<file path="config.mk">
export PLATFORM = sky130hd
export DESIGN_NAME = chaos_sync_receiver
export DESIGN_NICKNAME = d
export VERILOG_FILES = /design/src/rtl/chaos_sync_pkg.sv /design/src/rtl/sat_counter16.sv /design/src/rtl/chaos_sync_receiver.sv
export SDC_FILE = /design/constraint.sdc
export NUM_CORES = 1
export LEC_CHECK = 0
export ABC_AREA = 1
export ABC_CLOCK_PERIOD_IN_PS = 4390
export CAP_MARGIN = 40
export CORE_ASPECT_RATIO = 0.7
export CORE_MARGIN = 5
export CORE_UTILIZATION = 51
export CTS_CLUSTER_DIAMETER = 50
export DETAILED_ROUTE_END_ITERATION = 7
export GPL_TIMING_DRIVEN = 0
export PLACE_DENSITY = 0.86
export SLEW_MARGIN = 15
export SYNTH_ARGS = -nofsm -noshare
export SYNTH_HDL_FRONTEND = slang
export SYNTH_HIERARCHICAL = 1
export SYNTH_SLANG_ARGS = --single-unit
export TNS_END_PERCENT = 5
</file>
<file path="constraint.sdc">
create_clock -name clk -period 4.39 [get_ports clk]
set_input_delay 0.878 -clock clk [delete_from_list [all_inputs] [get_ports clk]]
set_output_delay 0.878 -clock clk [all_outputs]
set_load 0.1 [all_outputs]
</file>
<file path="src/rtl/chaos_sync_pkg.sv">
// rtl/chaos_sync_pkg.sv - shared types, marker default and header check rule for the chaos sync receiver
package chaos_sync_pkg;

    typedef enum logic [1:0] {
        ST_HUNT      = 2'd0,
        ST_GET_STATE = 2'd1,
        ST_GET_CHECK = 2'd2,
        ST_PAYLOAD   = 2'd3
    } rx_state_e;

    localparam logic [31:0] DEFAULT_SYNC_MARKER = 32'hA5C3_5A3C;

    // Widest word the check helper handles; narrower words are zero-extended and masked.
    localparam int CHECK_MAX_W = 64;

    // The header check word must be the bitwise inverse of the state word.
    function automatic logic check_matches(
        input logic [CHECK_MAX_W-1:0] word,
        input logic [CHECK_MAX_W-1:0] state,
        input logic [CHECK_MAX_W-1:0] mask
    );
        return ((word ^ ~state) & mask) == '0;
    endfunction

endpackage

</file>
<file path="src/rtl/sat_counter16.sv">
// rtl/sat_counter16.sv - 16-bit event counter that sticks at all-ones
module sat_counter16 (
    input  logic        clk,
    input  logic        rst,
    input  logic        inc,
    output logic [15:0] count
);

    logic [15:0] count_d;
    logic [15:0] count_q;

    // Next count: step on inc unless already pinned at the top.
    always_comb begin
        count_d = count_q;
        if (inc && (count_q != 16'hFFFF)) begin
            count_d = count_q + 16'd1;
        end
    end

    // Count register with synchronous clear.
    always_ff @(posedge clk) begin
        if (rst) begin
            count_q <= 16'd0;
        end else begin
            count_q <= count_d;
        end
    end

    assign count = count_q;

endmodule

</file>
<file path="src/rtl/chaos_sync_receiver.sv">
// rtl/chaos_sync_receiver.sv - frame hunter and payload decryptor locked to an external chaotic keystream
module chaos_sync_receiver
    import chaos_sync_pkg::*;
#(
    parameter int                    DATA_WIDTH    = 32,
    parameter int                    PAYLOAD_WORDS = 64,
    parameter logic [DATA_WIDTH-1:0] SYNC_MARKER   = DATA_WIDTH'(DEFAULT_SYNC_MARKER)
) (
    input  logic                  clk,
    input  logic                  rst,
    input  logic [DATA_WIDTH-1:0] in_data,
    input  logic                  in_valid,
    output logic                  in_ready,
    input  logic [DATA_WIDTH-1:0] key_in,
    output logic                  sync_en,
    output logic [DATA_WIDTH-1:0] sync_state,
    output logic                  next_key_en,
    output logic [DATA_WIDTH-1:0] out_data,
    output logic                  out_valid,
    input  logic                  out_ready,
    output logic                  locked,
    output logic                  check_error,
    output logic [15:0]           frames_ok,
    output logic [15:0]           sync_errors
);

    localparam int CNT_W = (PAYLOAD_WORDS > 1) ? $clog2(PAYLOAD_WORDS) : 1;
    localparam logic [CNT_W-1:0] LAST_IDX = CNT_W'(PAYLOAD_WORDS - 1);
    localparam logic [CHECK_MAX_W-1:0] WORD_MASK = {CHECK_MAX_W{1'b1}} >> (CHECK_MAX_W - DATA_WIDTH);

    rx_state_e             state_d, state_q;
    logic [DATA_WIDTH-1:0] sync_state_d, sync_state_q;
    logic [DATA_WIDTH-1:0] out_data_d, out_data_q;
    logic                  out_valid_d, out_valid_q;
    logic [CNT_W-1:0]      cnt_d, cnt_q;
    logic                  check_error_d, check_error_q;
    logic                  sync_pulse, key_pulse;
    logic                  frame_done, hdr_error;
    logic                  accept;

    // Payload stalls only when an undrained output word would be overwritten.
    assign in_ready = (state_q != ST_PAYLOAD) || !out_valid_q || out_ready;
    assign accept   = in_valid && in_ready;

    // Next-state, capture and pulse decode for the frame FSM.
    always_comb begin
        state_d       = state_q;
        sync_state_d  = sync_state_q;
        out_data_d    = out_data_q;
        out_valid_d   = out_valid_q && !out_ready;
        cnt_d         = cnt_q;
        check_error_d = 1'b0;
        sync_pulse    = 1'b0;
        key_pulse     = 1'b0;
        frame_done    = 1'b0;
        hdr_error     = 1'b0;
        case (state_q)
            ST_HUNT: begin
                if (accept && (in_data == SYNC_MARKER)) begin
                    state_d = ST_GET_STATE;
                end
            end
            ST_GET_STATE: begin
                if (accept) begin
                    sync_state_d = in_data;
                    state_d      = ST_GET_CHECK;
                end
            end
            ST_GET_CHECK: begin
                if (accept) begin
                    if (check_matches(CHECK_MAX_W'(in_data), CHECK_MAX_W'(sync_state_q), WORD_MASK)) begin
                        sync_pulse = 1'b1;
                        cnt_d      = '0;
                        state_d    = ST_PAYLOAD;
                    end else begin
                        check_error_d = 1'b1;
                        hdr_error     = 1'b1;
                        state_d       = (in_data == SYNC_MARKER) ? ST_GET_STATE : ST_HUNT;
                    end
                end
            end
            ST_PAYLOAD: begin
                if (accept) begin
                    out_data_d  = in_data ^ key_in;
                    out_valid_d = 1'b1;
                    key_pulse   = 1'b1;
                    if (cnt_q == LAST_IDX) begin
                        cnt_d      = '0;
                        frame_done = 1'b1;
                        state_d    = ST_HUNT;
                    end else begin
                        cnt_d = cnt_q + 1'b1;
                    end
                end
            end
            default: state_d = ST_HUNT;
        endcase
    end

    // Frame FSM and datapath registers with synchronous clear.
    always_ff @(posedge clk) begin
        if (rst) begin
            state_q       <= ST_HUNT;
            sync_state_q  <= '0;
            out_data_q    <= '0;
            out_valid_q   <= 1'b0;
            cnt_q         <= '0;
            check_error_q <= 1'b0;
        end else begin
            state_q       <= state_d;
            sync_state_q  <= sync_state_d;
            out_data_q    <= out_data_d;
            out_valid_q   <= out_valid_d;
            cnt_q         <= cnt_d;
            check_error_q <= check_error_d;
        end
    end

    // The generator steps one cycle after these pulses, so they must fire in the
    // acceptance cycle itself; a registered copy would let back-to-back payload
    // words see a stale key.
    assign sync_en     = sync_pulse && !rst;
    assign next_key_en = key_pulse && !rst;

    assign sync_state  = sync_state_q;
    assign out_data    = out_data_q;
    assign out_valid   = out_valid_q;
    assign locked      = (state_q == ST_PAYLOAD);
    assign check_error = check_error_q;

    sat_counter16 u_frames_ok (
        .clk   (clk),
        .rst   (rst),
        .inc   (frame_done),
        .count (frames_ok)
    );

    sat_counter16 u_sync_errors (
        .clk   (clk),
        .rst   (rst),
        .inc   (hdr_error),
        .count (sync_errors)
    );

endmodule
</file>
==> flow_metrics.tcl <==
set metrics [dict create \
    status "complete, but fails checks" \
    violations "DRC" \
    synthArstFlopShare_pct 0 \
    setup_violations 0 \
    globalRouteOverflowTotal 0 \
    power_uw 2390 \
    grt_max_degree 17 \
    port_buffers 169 \
    drtIter0Drc 986 \
    syn-num-nets 932 \
    end_kind "primary output" \
    dp_cells 1285 \
    fill_cells 500 \
    clk_pin_slew_worst_paths_ps 70 \
    ios 170 \
    drive_above_1_share_pct 15.2 \
    htreeDepth 3 \
    synth_edf_count 0 \
    grt_use_total_pct 36.6 \
    crit_arrival_ps 3160 \
    cts_tree "built" \
    dp_hpwl_um 18200 \
    synthesis.instances 861 \
    fmax_mhz 248 \
    setup-tns-final_ps 0 \
    syn_to_final_growth_pct 71.9 \
    p_leak_uw 0.00404 \
    clock_latency_ps 360 \
    wl_um 24600 \
    grt_pass1_wl_um 38900 \
    die_h_um 98.4 \
    cp-start-kind "primary input" \
    final_hold_viol_count 0 \
    drv_cap 0 \
    fin_area_sq_mm 0.00979 \
    vias 7495 \
    postCtsHoldBufs 0 \
    worstMarginPinSlew_ps 625 \
    power.density_mw_per_mm2 244 \
    chipWidth_um 136 \
    finalCritPeriodShare_pct 92.0 \
    clockBufferDepth 2 \
    synth_area_sq_mm 0.00569 \
    start_util_pct 51.9 \
    hold_depth 2 \
    finClkSkew_ps 8.82 \
    reg2reg_depth 14 \
    ys_types 30 \
    synth-seq-cells 106 \
    cp_max_fo 5 \
    fp-row-count 32 \
    stdcell_count 1301 \
    drc 1 \
    ir_worst_vdd_mv 0.210 \
    relSlewSlack_pct 58.3 \
    core_area_sq_mm 0.0110 \
    post_cts_buffers 0 \
    seq_area_sq_mm 0.00212 \
    antenna_found_initial 0 \
    placed_area_sq_mm 0.00947 \
    fin_nets 1214 \
    yosysWarnings 6 \
    min_period_ps 4040 \
    postLayoutCoreUtil_pct 89.2 \
    ctsResizeCount 0 \
    dieArea_sq_mm 0.0134 \
    antenna_left 0 \
    min_path_type "reg2reg" \
    multi_input_area_sq_mm 0.00311 \
    synthesis.area_per_instance_sq_um 6.61 \
    final_max_slew_viol_count 0 \
    first_global_vias 7560 \
    avgRoutedWirePerCell_um 18.9 \
    cts_made_buffers 9 \
    ys.flop_type "dfxtp_1" \
    root_buffer "clkbuf_16" \
    vias_per_cell 5.76 \
    cts.sinks 106 \
    rsz0062_at_grt "no" \
    crit_type "in2out" \
    worstPathRequired_ps 3510 \
    first_pass_iters 8 \
    diodes 0 \
    seq_area_frac_synth_pct 37.3 \
    gp_congestion 0.949 \
]
## state kept, by name, summed over array words and instances (netlist names)
name	count
state_q	2
sync_state	32
u_frames_ok/count	16
check_error	1
out_data	32
u_sync_errors/count	16
cnt_q	6
out_valid	1
## metrics by stage
stage	setup slack (ps)	hold slack, ps
5_1_grt	316	511
4_1_cts	426	497
2_1_floorplan	553	476
3_5_place_dp	443	482
6_report	353	502
3_3_place_gp	127	472
## critical path: stages
cell             delay, ps
clkdlybuf4s50_1        610
nor2_1                  80
nor2_1                 270
nand4_1                150
nor3_1                 170
nand4_1                110
nor2_1                 100
clkdlybuf4s50_1        580
buf_16                 190
## per-layer routing
layer | GRT usage [%] | wire length [um] | vias up
met1 | 42.2 | 8690 | 3385
met5 | 0 | 0 | -
met3 | 8.65 | 2680 | 171
met2 | 62.1 | 11700 | 633
met4 | 20.7 | 1560 | 0
li1 | - | - | 3306
## final cells by class
class,instances,area share (%)
repair buffers,271,36.6
multi-input cells,648,31.8
flip-flops and latches,106,21.7
inverters,81,3.13
clock buffers,12,2.72
well taps,153,1.96
plain buffers,26,1.60
clock inverters,4,0.499
## final timing paths
| check | end | slack (ps) | start |
|---|---|---|---|
| setup / recovery | sync_en | 350 | in_data[8] |
| hold / removal | sync_state[30]$_SDFFE_PP0P_ | 500 | sync_state[30]$_SDFFE_PP0P_ |
| setup reg to reg | u_sync_errors/count[10]$_SDFFE_PP0P_ | 1760 | sync_state[12]$_SDFFE_PP0P_ |
| hold reg to reg | sync_state[30]$_SDFFE_PP0P_ | 500 | sync_state[30]$_SDFFE_PP0P_ |
## report_power, final
group	internal (uW)	total, uW	switching (uW)
combinational	210	528	318
sequential	980	999	19.2
clock	489	860	372
total	1680	2390	708
## synthesized netlist by cell type (11+ instances only)
cell type    n  area share [%]
nor2_1     138             9.1
inv_1       77             5.1
xnor2_1     33             5.1
o21ai_1     20             1.8
dfxtp_1    106              37
nand4_1     11             1.2
nor3_1      11            0.97
nand2_1    219              14
clkbuf_1    13            0.86
a21oi_1     81             7.1
nand3_1     52             4.6
o21ai_0     27             2.4
nor2_2      22             2.4
## cell families (layout without fill, tap and decap cells)
group                      count (synthesis)  in the layout  share of synthesized area (%)
AOI/OAI and AO/OA                        129            129                           11.4
xor gates and xnor gates                  39             39                           6.00
adders and majority gates                  3              3                          0.659
buffers and inverters                    107            394                           8.13
DFF                                      106            106                           37.3
and+or+nand+nor                          477            477                           36.5
## placed cells by master (no fill, tap or decap), types with 2 or more instances in the layout
cell	Yosys	final
buf_6	6	6
buf_16	0	29
nand2_2	8	8
o21ai_1	20	20
xnor2_1	33	33
a21oi_1	81	81
clkinv_2	0	2
nor4_1	2	2
o21ai_0	27	27
buf_8	0	73
nor2_1	138	138
ha_1	3	3
nor2_2	22	22
buf_2	5	5
xor2_1	6	6
nor2_4	4	4
or2_0	2	2
nand4_1	11	11
inv_2	3	3
dfxtp_1	106	106
clkbuf_1	13	13
clkbuf_4	2	2
nor2_8	2	2
nand3b_1	3	3
nor3_1	11	11
clkdlybuf4s50_1	0	169
nand3_1	52	52
clkbuf_8	0	3
inv_1	77	77
clkbuf_16	0	9
nand2_1	219	219
(Power assumes the default switching activity.)
